$ cat src/rtl/mem_arb_pkg.sv
// rtl/mem_arb_pkg.sv - state/owner encodings and sizing helpers shared by mem_bus_arbiter
package mem_arb_pkg;

    typedef enum logic [1:0] {
        IDLE   = 2'd0,
        IFILL  = 2'd1,
        DFILL  = 2'd2,
        DWRITE = 2'd3
    } arb_state_t;

    typedef enum logic {
        OWN_I = 1'b0,
        OWN_D = 1'b1
    } owner_t;

    localparam int LINE_WORDS_DEF = 4;

    function automatic int beat_width(input int line_words);
        return $clog2(line_words);
    endfunction

    localparam int BEAT_W = beat_width(LINE_WORDS_DEF);

endpackage

$ cat src/rtl/mem_arb_pick.sv
// rtl/mem_arb_pick.sv - grant selector for mem_bus_arbiter; MEM_ARB_RR_EN selects round-robin over fixed D priority
module mem_arb_pick
    import mem_arb_pkg::*;
(
    input  logic       i_mreq,
    input  logic       d_mreq,
    input  logic       d_mwr,
`ifdef MEM_ARB_RR_EN
    input  owner_t     last_owner,
`endif
    output arb_state_t next_state
);

    logic d_first;

    // Decide which cache wins the idle bus and which transaction it starts
    always_comb begin
        d_first = d_mreq;
`ifdef MEM_ARB_RR_EN
        // On a tie the cache that did not own the bus last time goes first
        if (i_mreq && d_mreq && (last_owner == OWN_D)) begin
            d_first = 1'b0;
        end
`endif
        next_state = IDLE;
        if (d_first) begin
            next_state = d_mwr ? DWRITE : DFILL;
        end else if (i_mreq) begin
            next_state = IFILL;
        end
    end

endmodule

$ cat src/rtl/mem_bus_arbiter.sv
// rtl/mem_bus_arbiter.sv - shares the main-memory port between I-cache refills and D-cache refills/stores (MEM_ARB_RR_EN: round-robin)
module mem_bus_arbiter
    import mem_arb_pkg::*;
#(
    parameter int LINE_WORDS = 4,
    parameter int AW         = 32,
    parameter int DW         = 32
) (
    input  logic          clk,
    input  logic          clr,
    input  logic          i_mreq,
    input  logic [AW-1:0] i_maddr,
    output logic          i_mready,
    output logic          i_mlast,
    input  logic          d_mreq,
    input  logic          d_mwr,
    input  logic [AW-1:0] d_maddr,
    input  logic [DW-1:0] d_mdout,
    output logic          d_mready,
    output logic          d_mlast,
    output logic          m_req,
    output logic          m_wr,
    output logic [AW-1:0] m_addr,
    output logic [DW-1:0] m_dout,
    input  logic          m_ready,
    output logic          grant_i,
    output logic          grant_d
);

    localparam int            BW        = beat_width(LINE_WORDS);
    localparam logic [AW-1:0] LINE_MASK = AW'(LINE_WORDS * 4 - 1);
    localparam logic [AW-1:0] WORD_MASK = AW'(3);
    localparam logic [BW-1:0] LAST_BEAT = BW'(LINE_WORDS - 1);

    arb_state_t    state_q;
    arb_state_t    pick_state;
    logic [BW-1:0] beat_q;
    logic [AW-1:0] addr_q;
    logic          owner_req;
    logic          beat_done;
    logic          final_beat;
    logic [AW-1:0] fill_addr;

`ifdef MEM_ARB_RR_EN
    owner_t        last_owner_q;
`endif

    mem_arb_pick u_pick (
        .i_mreq     (i_mreq),
        .d_mreq     (d_mreq),
        .d_mwr      (d_mwr),
`ifdef MEM_ARB_RR_EN
        .last_owner (last_owner_q),
`endif
        .next_state (pick_state)
    );

    // The owner dropping its request aborts the transaction; beats only count while it is held
    assign owner_req  = (state_q == IFILL) ? i_mreq : d_mreq;
    assign beat_done  = owner_req & m_ready;
    assign final_beat = (beat_q == LAST_BEAT);
    assign fill_addr  = (addr_q & ~LINE_MASK) | AW'({beat_q, 2'b00});

    // Transaction sequencer: grant from IDLE, count burst beats, return to IDLE on last beat or abort
    always_ff @(posedge clk or posedge clr) begin
        if (clr) begin
            state_q      <= IDLE;
            beat_q       <= '0;
            addr_q       <= '0;
`ifdef MEM_ARB_RR_EN
            last_owner_q <= OWN_D;
`endif
        end else begin
            case (state_q)
                IDLE: begin
                    state_q <= pick_state;
                    beat_q  <= '0;
                    if (pick_state == IFILL) begin
                        addr_q <= i_maddr;
                    end else if (pick_state != IDLE) begin
                        addr_q <= d_maddr;
                    end
`ifdef MEM_ARB_RR_EN
                    if (pick_state == IFILL) begin
                        last_owner_q <= OWN_I;
                    end else if (pick_state != IDLE) begin
                        last_owner_q <= OWN_D;
                    end
`endif
                end
                IFILL, DFILL: begin
                    if (!owner_req) begin
                        state_q <= IDLE;
                        beat_q  <= '0;
                    end else if (m_ready) begin
                        if (final_beat) begin
                            state_q <= IDLE;
                            beat_q  <= '0;
                        end else begin
                            beat_q <= beat_q + BW'(1);
                        end
                    end
                end
                DWRITE: begin
                    if (!d_mreq || m_ready) begin
                        state_q <= IDLE;
                    end
                end
                default: begin
                    state_q <= IDLE;
                end
            endcase
        end
    end

    // Memory-side request and per-cache handshakes decoded from the owner state
    always_comb begin
        m_req    = 1'b0;
        m_wr     = 1'b0;
        m_addr   = '0;
        m_dout   = '0;
        i_mready = 1'b0;
        i_mlast  = 1'b0;
        d_mready = 1'b0;
        d_mlast  = 1'b0;
        grant_i  = 1'b0;
        grant_d  = 1'b0;
        case (state_q)
            IFILL: begin
                m_req    = 1'b1;
                m_addr   = fill_addr;
                grant_i  = 1'b1;
                i_mready = beat_done;
                i_mlast  = beat_done & final_beat;
            end
            DFILL: begin
                m_req    = 1'b1;
                m_addr   = fill_addr;
                grant_d  = 1'b1;
                d_mready = beat_done;
                d_mlast  = beat_done & final_beat;
            end
            DWRITE: begin
                m_req    = 1'b1;
                m_wr     = 1'b1;
                m_addr   = addr_q & ~WORD_MASK;
                m_dout   = d_mdout;
                grant_d  = 1'b1;
                d_mready = beat_done;
                d_mlast  = beat_done;
            end
            default: begin
                m_req = 1'b0;
            end
        endcase
    end

endmodule

$ cat config.mk
export PLATFORM = sky130hd
export DESIGN_NAME = mem_bus_arbiter
export DESIGN_NICKNAME = d
export VERILOG_FILES = /design/src/rtl/mem_arb_pkg.sv /design/src/rtl/mem_arb_pick.sv /design/src/rtl/mem_bus_arbiter.sv
export SDC_FILE = /design/constraint.sdc
export NUM_CORES = 1
export LEC_CHECK = 0
export BUFFER_PORTS_ARGS = -buffer_cell sky130_fd_sc_hd__buf_2
export CORE_UTILIZATION = 43
export DETAILED_ROUTE_END_ITERATION = 10
export GPL_TIMING_DRIVEN = 1
export PLACE_DENSITY = 0.95
export SLEW_MARGIN = 20
export SYNTH_ARGS = -nofsm -noshare
export SYNTH_HDL_FRONTEND = slang
export SYNTH_SLANG_ARGS = --single-unit
$ cat constraint.sdc
create_clock -name clk -period 2.95 [get_ports clk]
set_input_delay 0.295 -clock clk [delete_from_list [all_inputs] [get_ports clk]]
set_output_delay 0.295 -clock clk [all_outputs]
set_load 0.005 [all_outputs]
# ---- After elaboration in Yosys (flattened, before gate mapping)
# Index checks and enable logic that the tools add are counted.
# Widths: inputs -> output; s select.
dict set report totals {
  reg_bits 36
  word_cells 52
  in_bits 102
}
dict set report op_classes {
  add_sub_neg 1
  n_bitwise 3
  n_eq_ne 8
  reduce_logical 12
  n_mux 25
}
# cell count
set ops {}
lappend ops {{$mux 32} 3}
lappend ops {{$pmux 32 s2} 1}
lappend ops {{$or 32x4->32} 1}
lappend ops {{$mux 2} 8}
lappend ops {{$mux 1} 10}
lappend ops {{$eq 2x2->1 const B} 3}
lappend ops {{$pmux 2 s3} 1}
lappend ops {{$reduce_bool 2->1} 3}
lappend ops {{$eq 2x1->1 const B} 2}
lappend ops {{$pmux 2 s2} 1}
lappend ops {{$reduce_and 2->1} 2}
lappend ops {{$reduce_or 2->1} 2}
lappend ops {{$ne 3x2->1 const B} 1}
lappend ops {{$ne 3x3->1 const B} 1}
lappend ops {{$reduce_and 3->1} 1}
lappend ops {{$reduce_or 3->1} 1}
lappend ops {{$add 2x1->2 const B} 1}
lappend ops {{$and 1x1->1} 2}
lappend ops {{$logic_not 2->1} 1}
lappend ops {{$ne 2x2->1 const B} 1}
lappend ops {{$pmux 1 s2} 1}
lappend ops {{$logic_not 1->1} 1}
lappend ops {{$logic_or 1x1->1} 1}

# ---- Logic depth before layout (Yosys ltp)
# Gate-level depths: netlist (run 1).
dict set report logic_depth {
  word_depth 5
  mapped_depth 7
  ltp_nobuf 6
}

# ---- By module
# From an unflattened synthesis (run 1), not the netlist that was laid out.
dict set report hier_totals {
  cells_unflattened 242
  hier_area_um2 2205.9
}
# module cells_per_inst area_per_inst_um2 instances seq_area_each_um2
set by_module_without_submodules {}
lappend by_module_without_submodules {mem_bus_arbiter 240 2183.3 1 850.8}
lappend by_module_without_submodules {mem_arb_pick 2 22.5 1 0.0}

# ---- Worst setup path before layout (run 1)
# OpenSTA, ideal clock, no wires.
dict set report synth_timing {
  path_kind {register -> output}
  from {register state_q[0]}
  to {output m_addr[10]}
  n_path_buf 2
  required_ps 2655
  arrival_ps 1372
  path_stages_with_launch 8
  setup_slack_ps 1283
  cell_sequence {dfrtp_1 inv_1 ha_1 buf_4 nor2_1 nor2_2 buf_2 and2_1}
}
dict set report synth_via {
  elab_chain_cells 3
}
# element line_no
set synth_lines {}
lappend synth_lines {{from (decl)} mem_bus_arbiter.sv:35} ;# arb_state_t state_q;
lappend synth_lines {{from (signal assigned)} mem_bus_arbiter.sv:76} ;# state_q <= pick_state;
lappend synth_lines {{$eq 2x1->1 / $eq 2x2->1 (equally long branches)} mem_bus_arbiter.sv:128} ;# case (state_q)
lappend synth_lines {{$reduce_or 2->1 (no source line)} --}
lappend synth_lines {{$pmux 32 s2 *} mem_bus_arbiter.sv:128}
lappend synth_lines {{to (decl)} mem_bus_arbiter.sv:23} ;# output logic [AW-1:0] m_addr,
# Every way passes the cells marked *; elsewhere a longest branch is shown, timed or not.

# ---- Final worst setup path (run 1)
# Ends and elaborated chain as after synthesis.

==> impl_metrics.yaml, run 1 <==
yosys:
  seq_area_frac_synth_pct: 37.6
  synth_largest_type_area_fraction_pct: 37.6
  synth-seq-cells: 34
  syn-instance-count: 246
  netlist_top_cells_area: "dfrtp_1 (38%), and2_1 (17%), mux2i_1 (14%)"
  yosysWarningCount: 0
  largest_area_contributor_in_the_synthesized_netlist: "dfrtp_1"
  ys_types: 31
  syn-mean-instance-area_um2: 9.19
  synth_area_um2: 2260
floorplan:
  start_util_pct: 44.6
  chipHeight_um: 74.5
  die_x_um: 74.5
  rows: 26
  floorplan.core_area_um2: 5070
  pin_count: 174
  die_area_um2: 5550
sta:
  setup_violations: 0
  setup_repair_after_global_routing_missed_its_margin: "false"
  worst-slew-pin-transition_ps: 629
  relSlewSlack_pct: 57.9
  final.setup.tns_ps: 0
  final_period_util_pct: 82.0
  layout_min_cycle_time_ps: 2420
  hold_violations: 0
  post-route-worst-setup-slack_ps: 531
  worst_clock_skew_ps: 3.45
  report.final.slew_viol_count: 0
  clock.fmax_ghz: 0.413
detailed_routing:
  post_drt_wl_per_cell_um: 11.8
  routed_wirelength_mm: 5.65
  drc_errors: 0
  detail_route.first_pass.iterations: 4
  vias: 2250
  viasPerCell: 4.71
  first_iter_violations: 51
  ant_nets: 0
worst_setup_path:
  path_max_fanout: 20
  worst-path-buf-inv: 3
  timing.critical_path.to_type: "output port"
  r2r_slack_ps: 1190
  arrival_ps: 2120
  crit_path_top_delay_cell: "ha_1"
  worstPathCellList: "inv_1, ha_1, nor2_1, nor2_2, buf_4, and2_1, buf_2"
  cp.required_ps: 2650
  logic_depth_of_the_worst_register_to_register_path: 6
  criticalPathCategory: "flop to output port"
  crit_family: "simple AND/OR/NAND/NOR gates"
  timing.critical_path.slowest_cell_delay_ps: 450
  worstSetupPathDepth: 7
  critPathLaunchType: "flop"
place:
  port_buffers: 167
  gp_congestion: 0.734
  place_hpwl_mm: 4.57
  detailedPlace.worstSlack_ps: 854
clocking:
  worst_skew_pair.late_latency_ps: 280
  tritoncts: "built"
  cts_root_buf: "clkbuf_8"
  postCtsSetupBuffers: 0
  cts.repair.resized: 0
  numCtsBuffers: 5
  post_cts_hold_buffer_count: 0
  clk_path_buf_depth: 2
  cts.clk_slew.worst_paths_ps: 70
  cts_htree_levels: 2
  clock_sinks: 34
grt:
  globalRouteOverflowTotal: 0
  first_global_vias: 1993
  grt_start_max_net_pins: 35
  gr-usage-all-layers_pct: 20.6
  number_of_antenna_violations_at_the_first_check_in_global_routing: 0
  grt_pass1_wl_mm: 8.53
pwr:
  combPwrFrac_pct: 47.9
  clockPowerShare_pct: 17.7
  p_sw_share_pct: 37.3
  vdd_drop_max_mv: 0.450
  p_per_area_nw_per_um2: 719
  internal_power_mw: 1.44
  p_leak_nw: 1.82
  seq_power_share_pct: 34.4
  net-switching-power_mw: 0.859
status:
  outcome: "completed"
final_layout:
  area.growth.synth_to_final_pct: 41.6
  post_route_cells_drive_above_1_share_pct: 46.1
  num-nets-final: 515
  antenna_cells_inserted: 0
flow_run:
  max_cap_viol_count: 0
worst_hold_path:
  min_path_type: "input pin to async pin"
-- cell usage after synthesis, drive strengths merged --
master and n:
a22oi 2, a31oi 1, and2 62, and3 2, buf 16, clkbuf 3, conb 1, dfrtp 34
ha 6, inv 7, mux2 1, mux2i 32, nand2 32, nand2b 1, nand3 2, nor2 4
nor2b 2, o211ai 1, o21a 1, o21ai 32, o221ai 1, o32ai 1, o41ai 1, or2 1
-- layout by cell type, fill, tap and decap left out, types with 3 or more instances in the layout --
cell type / netlist / layout
buf_2: 9 / 167
ha_1: 6 / 6
buf_4: 3 / 5
mux2i_1: 32 / 32
o21ai_1: 31 / 30
inv_1: 7 / 7
nor2_1: 3 / 3
dfrtp_1: 34 / 34
clkbuf_8: 0 / 5
and2_1: 62 / 62
nand2_1: 31 / 31
-- power groups by stage --
stage	logic (mW)	registers [mW]	clock network (mW)
2_1_floorplan	0.744	0.768	0
4_1_cts	1.12	0.796	0.420
3_5_place_dp	1.11	0.804	0
6_report	1.10	0.792	0.408
5_1_grt	1.25	0.825	0.448
3_3_place_gp	1.06	0.787	0
-- worst register-to-register path, stage by stage (launching register included) --
cell and delay, ps:
dfrtp_1 380, inv_1 110, ha_1 300, o21ai_4 270
buf_4 410, nand2_1 120, o21ai_1 100
-- sequential cells by signal, indices dropped and copies added (netlist names) --
| signal | cells |
|---|---|
| addr_q | 30 |
| beat_q | 2 |
| state_q | 2 |
-- stage by stage --
stage / hold slack [ps] / area, um2 / std cells / util (%) / total power [mW]
after detailed placement: 407 / 3090 / 470 / 60.9 / 1.92
after floorplan: 436 / 2260 / 247 / - / 1.51
after global routing: 126 / 3200 / 478 / 63.1 / 2.53
after CTS: 102 / 3200 / 478 / 63.1 / 2.34
final: 92.8 / 3200 / 478 / 63.1 / 2.30
after global placement: 406 / 3090 / 470 / 60.9 / 1.85
-- metal layers --
layer	part of all wire [%]	track usage, %	vias to the layer above
met5	0	0	-
met4	1.6	7.13	0
li1	-	-	1128
met1	37	19.9	1001
met2	54	41.1	109
met3	7.5	5.42	12
-- cell type report --
cell class | instances | area (um2)
clock inverters | 3 | 40.0
well taps | 70 | 87.6
repair buffers | 172 | 873
clock buffers | 5 | 68.8
fillers | 441 | 1870
flip-flops and latches | 34 | 851
multi-input cells | 187 | 1250
inverters | 7 | 26.3
-- worst paths after layout --
path                             start         end
max in group asynchronous          clr  addr_q[13]
setup reg to reg            state_q[0]  addr_q[11]
setup / recovery            state_q[0]  m_addr[10]
hold reg to reg             addr_q[31]  addr_q[31]
hold / removal                     clr  state_q[1]
min in group clk           d_maddr[17]  addr_q[17]
-- logic make-up after synthesis --
| family | count (synthesis) | share of synthesized area, % |
|---|---|---|
| buffers and inverters | 26 | 7.80 |
| multiplexers | 33 | 14.8 |
| flip-flops | 34 | 37.6 |
| AO/OA/AOI/OAI | 40 | 10.7 |
| adder cells (fa/ha/maj) | 6 | 3.32 |
| AND/OR/NAND/NOR | 106 | 25.6 |
| other | 1 | 0.166 |
Power figures use the tool's default switching activity.
==> run 2, diff against run 1 <==
CORE_UTILIZATION = 36   (was 43)
PLACE_DENSITY = 0.86   (was 0.95)
clock period = 2 ns   (was 2.95 ns; I/O delays follow)
==> run 2 against run 1 <==
Against the previous run:
- setup slack got worse by 460 ps
- critical path depth decreased by 1
- hold slack better by 89 ps
- non-clock buffer count is 8 higher
- die area is 19% higher
- first-iteration DRC count grew 14%
- sequential cell count unchanged
- register-to-register slack worse by 960 ps
- global-route usage down 1.3 points
- final area is 5.0% higher
==> impl_metrics.yaml, run 2 (synthesis gave the netlist of run 1 again) <==
worst_hold_path:
  timing.hold.worst_path_depth: 3
  hold_end: "addr_q[25]"
  timing.hold.worst.start: "d_maddr[25]"
  min_path_type: "input pin to flop"
floorplan:
  floorplan.core_area_um2: 5990
  die_x_um: 81.3
  rows: 28
  chipHeight_um: 81.3
  start_util_pct: 37.7
  pin_count: 174
  die_area_um2: 6600
pwr:
  p_per_area_nw_per_um2: 1110
  net-switching-power_mw: 1.41
  internal_power_mw: 2.32
  p_sw_share_pct: 37.7
  p_leak_nw: 1.87
  seq_power_share_pct: 31.8
  vdd_drop_max_mv: 0.500
  clockPowerShare_pct: 16.6
  combPwrFrac_pct: 51.7
status:
  outcome: "completed"
clocking:
  cts_root_buf: "clkbuf_8"
  clk_path_buf_depth: 2
  numCtsBuffers: 5
  clock_sinks: 34
  worst_skew_pair.late_latency_ps: 280
  tritoncts: "built"
  cts_htree_levels: 2
  cts.clk_slew.worst_paths_ps: 70
sta:
  layout_min_cycle_time_ps: 1930
  final.setup.tns_ps: 0
  setup_violations: 0
  final_period_util_pct: 96.7
  clock.fmax_ghz: 0.517
  relSlewSlack_pct: 53.0
  worst-slew-pin-transition_ps: 703
  worst_clock_skew_ps: 5.88
  hold_violations: 0
  report.final.slew_viol_count: 0
  setup_repair_after_global_routing_missed_its_margin: "false"
worst_setup_path:
  crit_path_top_delay_cell: "dfrtp_1"
  r2r_slack_ps: 230
  criticalPathCategory: "flop to output port"
  logic_depth_of_the_worst_register_to_register_path: 7
  critPathLaunchType: "flop"
  arrival_ps: 1730
  reg2reg_to: "beat_q[0]"
  cp.required_ps: 1800
  r2r-start: "state_q[0]"
  timing.critical_path.to_type: "output port"
  timing.critical_path.slowest_cell_delay_ps: 410
  path_max_fanout: 5
  worstPathCellList: "buf_4, ha_4, mux2_4, and3_1, o21a_1, buf_2"
grt:
  first_global_vias: 2009
  gr-usage-all-layers_pct: 19.3
  number_of_antenna_violations_at_the_first_check_in_global_routing: 0
  globalRouteOverflowTotal: 0
  grt_pass1_wl_mm: 9.52
  grt_start_max_net_pins: 42
final_layout:
  final_common_cell: "buf_2"
  registers.top_by_ff_count: "addr_q"
  biggestRegsByFlops: "addr_q x30, beat_q x2, state_q x2"
  area.growth.synth_to_final_pct: 48.6
  mostFrequentLayoutCells: "buf_2 (167), and2_1 (62), dfrtp_1 (34), mux2i_1 (32), nand2_1 (31)"
  post_route_cells_drive_above_1_share_pct: 48.2
  fillers: 579
  largest_register_ffs: 30
  postLayoutCellArea_um2: 3360
  antenna_cells_inserted: 0
  num-nets-final: 524
detailed_routing:
  detail_route.first_pass.iterations: 4
  drc_errors: 0
  vias: 2274
  first_iter_violations: 58
  met3RoutedLength_um: 499
  ant_nets: 0
  top_layer: "met4"
  routed-wl-met2_mm: 3.32
  routed_wirelength_mm: 6.34
  drt-met1-wl_mm: 2.47
  viasPerCell: 4.62
  post_drt_wl_per_cell_um: 12.9
flow_run:
  max_cap_viol_count: 0
place:
  gp_congestion: 0.757
  placedInstanceArea_um2: 3130
  place_hpwl_mm: 4.78
  port_buffers: 167
run 2: cell types whose count changed in the layout (fill, tap and decap cells not counted), moves of 3 or more:
| cell | previous run | this run |
|---|---|---|
| buf_4 | 5 | 9 |
| buf_12 | 0 | 3 |
| ha_1 | 6 | 3 |
| nor2_4 | 0 | 3 |
run 2: final cells by class:
class / count / area (um2) / share of cell area, %
Sequential cell: 34 / 851 / 25.3
Tap cell: 75 / 93.8 / 2.79
Clock buffer: 6 / 72.6 / 2.16
Timing Repair Buffer: 180 / 973 / 29.0
Clock inverter: 2 / 37.5 / 1.12
Inverter: 7 / 26.3 / 0.782
Multi-Input combinational cell: 188 / 1310 / 38.8
run 2: worst max path at each step:
| stage | end | from | depth (start not counted) |
|---|---|---|---|
| after floorplan | m_addr[10] | state_q[0] | 7 |
| after global placement | m_addr[26] | state_q[0] | 6 |
| after detailed placement | m_addr[26] | state_q[1] | 6 |
| after CTS | m_addr[26] | state_q[0] | 7 |
| after global routing | d_mlast | state_q[0] | 6 |
| final | d_mlast | state_q[0] | 6 |
run 2: layer usage:
metal  vias to the layer above  track usage (%)
met4                         0             6.07
met1                      1012             21.0
li1                       1142                -
met3                         4             3.71
met2                       116             36.9
met5                         -                0
run 2: worst max-delay path, delay by kind of cell (launching register included):
| family | cells | cell delay [ps] |
|---|---|---|
| AOI/OAI and AO/OA | 1 | 100 |
| muxes | 1 | 320 |
| and+or+nand+nor | 1 | 190 |
| DFF | 1 | 410 |
| adders and majority gates | 1 | 170 |
| buffers and inverters | 2 | 270 |
run 2: timing repair:
action                     CTS  global route
hold buffers                 1             0
setup endpoints to repair   29            25
pin swaps                    1             1
resized for setup           11             2
buffers inserted             2             3
hold endpoints to repair    12             0
cloned                       1             0
run 2: power by group through the flow:
stage / logic, mW / registers, mW / clock network [mW]
floorplan: 1.10 / 1.13 / 0
global placement: 1.63 / 1.18 / 0
detailed placement: 1.69 / 1.20 / 0
CTS: 1.93 / 1.19 / 0.641
global route: 2.18 / 1.23 / 0.665
finish: 1.93 / 1.19 / 0.618
run 2: through the flow:
step	setup slack, ps	util (%)	cells	hold WS (ps)	total power [mW]
after floorplan	428	-	247	341	2.23
after global placement	-53.4	52.2	477	246	2.81
after detailed placement	-94.1	52.2	477	275	2.89
after CTS	31.7	55.6	489	177	3.76
after global routing	2.20	56.1	492	194	4.08
final	66.9	56.1	492	182	3.73
==> run 3, diff against run 2 <==
GPL_ROUTABILITY_DRIVEN = 0   (was unset)
PLACE_DENSITY = unset   (was 0.86)
PLACE_DENSITY_LB_ADDON = 0.05   (was unset)
==> run 3 against run 2 <==
Against the previous run:
- clock skew decreased by 1.9 ps
- first-iteration DRC count decreased by 21%
- non-clock buffer count increased by 3
- via count decreased by 3.4%
- die area unchanged
- largest power group unchanged
==> impl_metrics.yaml, run 3 (synthesis gave the netlist of run 1 again) <==
status:
  outcome: "completed"
floorplan:
  chipHeight_um: 81.3
  floorplan.core_area_um2: 5990
  start_util_pct: 37.7
  rows: 28
  die_x_um: 81.3
  die_area_um2: 6600
  pin_count: 174
final_layout:
  num-nets-final: 527
  post_route_cells_drive_above_1_share_pct: 48.9
  largest_register_ffs: 30
  biggestRegsByFlops: "addr_q x30, beat_q x2, state_q x2"
  area_of_all_sequential_standard_cells_um2: 851
  fillers: 560
  registers.top_by_ff_count: "addr_q"
  antenna_cells_inserted: 0
  postLayoutCellArea_um2: 3420
  area.growth.synth_to_final_pct: 51.5
  final_common_cell: "buf_2"
  mostFrequentLayoutCells: "buf_2 (167), and2_1 (62), dfrtp_1 (34), mux2i_1 (32), nand2_1 (31)"
  multi_input_logic_area_um2: 1310
clocking:
  cts.clk_slew.worst_paths_ps: 70
  cts_root_buf: "clkbuf_8"
  clock_sinks: 34
  cts_htree_levels: 2
  numCtsBuffers: 5
  tritoncts: "built"
  post_cts_hold_buffer_count: 0
  clk_path_buf_depth: 2
  worst_skew_pair.late_latency_ps: 280
sta:
  worst_clock_skew_ps: 3.93
  final.hold.worst_slack_ps: 6.76
  relSlewSlack_pct: 55.1
  worst-slew-pin-transition_ps: 671
  hold_violations: 0
  final.setup.tns_ps: 0
  layout_min_cycle_time_ps: 1940
  setup_violations: 0
  final_period_util_pct: 97.1
  clock.fmax_ghz: 0.515
  report.final.slew_viol_count: 0
  setup_repair_after_global_routing_missed_its_margin: "true"
detailed_routing:
  viasPerCell: 4.45
  vias: 2197
  post_drt_wl_per_cell_um: 12.0
  routed_wirelength_mm: 5.95
  ant_nets: 0
  drc_errors: 0
  first_iter_violations: 46
  detail_route.first_pass.iterations: 3
worst_setup_path:
  critPathLaunchType: "flop"
  logic_depth_of_the_worst_register_to_register_path: 7
  r2r-start: "state_q[1]"
  worstPathCellList: "buf_6, ha_4, buf_12, or2_4, and3_4, o21a_1, buf_2"
  reg2reg_to: "state_q[0]"
  worst-path-buf-inv: 3
  arrival_ps: 1740
  crit_path_top_delay_cell: "dfrtp_1"
  r2r_slack_ps: 300
  crit_family: "simple AND/OR/NAND/NOR gates"
  timing.critical_path.slowest_cell_delay_ps: 400
  timing.critical_path.to_type: "output port"
  cp.required_ps: 1800
  criticalPathCategory: "flop to output port"
  path_max_fanout: 11
grt:
  grt_start_max_net_pins: 35
  grt_pass1_wl_mm: 8.87
  gr-usage-all-layers_pct: 17.8
  globalRouteOverflowTotal: 0
  first_global_vias: 1896
  number_of_antenna_violations_at_the_first_check_in_global_routing: 0
place:
  place_hpwl_mm: 4.35
  placedInstanceArea_um2: 3160
  port_buffers: 167
flow_run:
  max_cap_viol_count: 0
pwr:
  finalPower_mw: 3.77
  p_per_area_nw_per_um2: 1100
  p_leak_nw: 1.90
  vdd_drop_max_mv: 0.513
worst_hold_path:
  min_path_type: "input pin to async pin"
## run 3: worst max-delay path by stage
stage | startpoint | end | slack, ps | cells after the start
detailed placement | state_q[0] | m_addr[12] | -50 | 6
floorplan | state_q[0] | m_addr[10] | 430 | 7
CTS | state_q[0] | d_mlast | 6 | 7
global placement | state_q[0] | m_addr[18] | -20 | 6
global route | state_q[0] | d_mlast | -20 | 7
finish | state_q[1] | d_mlast | 60 | 7
## run 3: worst reg2reg max path, cell delays in order, from the launching register on
cell	delay, ps
dfrtp_1	400
buf_6	130
ha_4	180
buf_4	150
bufbuf_16	280
o211ai_2	170
o221ai_2	130
mux2i_1	150
## run 3: power by group
part           switching [mW]  internal (mW)
combinational           0.988          0.983
sequential              0.145           1.01
clock                   0.244          0.399
## run 3: what timing repair did
| action | 4_1_cts | 5_1_grt |
|---|---|---|
| gates resized for setup | 10 | 6 |
| pin swaps | 0 | 2 |
| endpoints found under the setup margin | 30 | 2 |
| buffers inserted | 0 | 3 |
| cloned | 2 | 1 |
## run 3: per-stage QoR
step | std cells | utilization [%] | setup slack, ps
finish | 494 | 57.2 | 58.4
global route | 494 | 57.2 | -16.0
CTS | 490 | 56.0 | 6.26
detailed placement | 481 | 52.7 | -49.0
global placement | 481 | 52.7 | -22.9
floorplan | 247 | - | 428
## run 3: cell type report
cell class / instances / share of cell area [%]
multi-input combinational: 188 / 38.3
timing repair buffer: 183 / 30.1
sequential: 34 / 24.8
tap: 75 / 2.74
clock buffer: 6 / 2.41
clock inverter: 1 / 0.877
inverter: 7 / 0.767
## run 3: per-layer routing
metal	share of wire, %	routed length, um	vias up	GRT usage (%)
met5	0	0	-	0
met3	7.7	459	2	4.27
met1	42	2530	941	20.6
li1	-	-	1153	-
met4	0.32	19	0	3.75
met2	49	2940	101	32.8
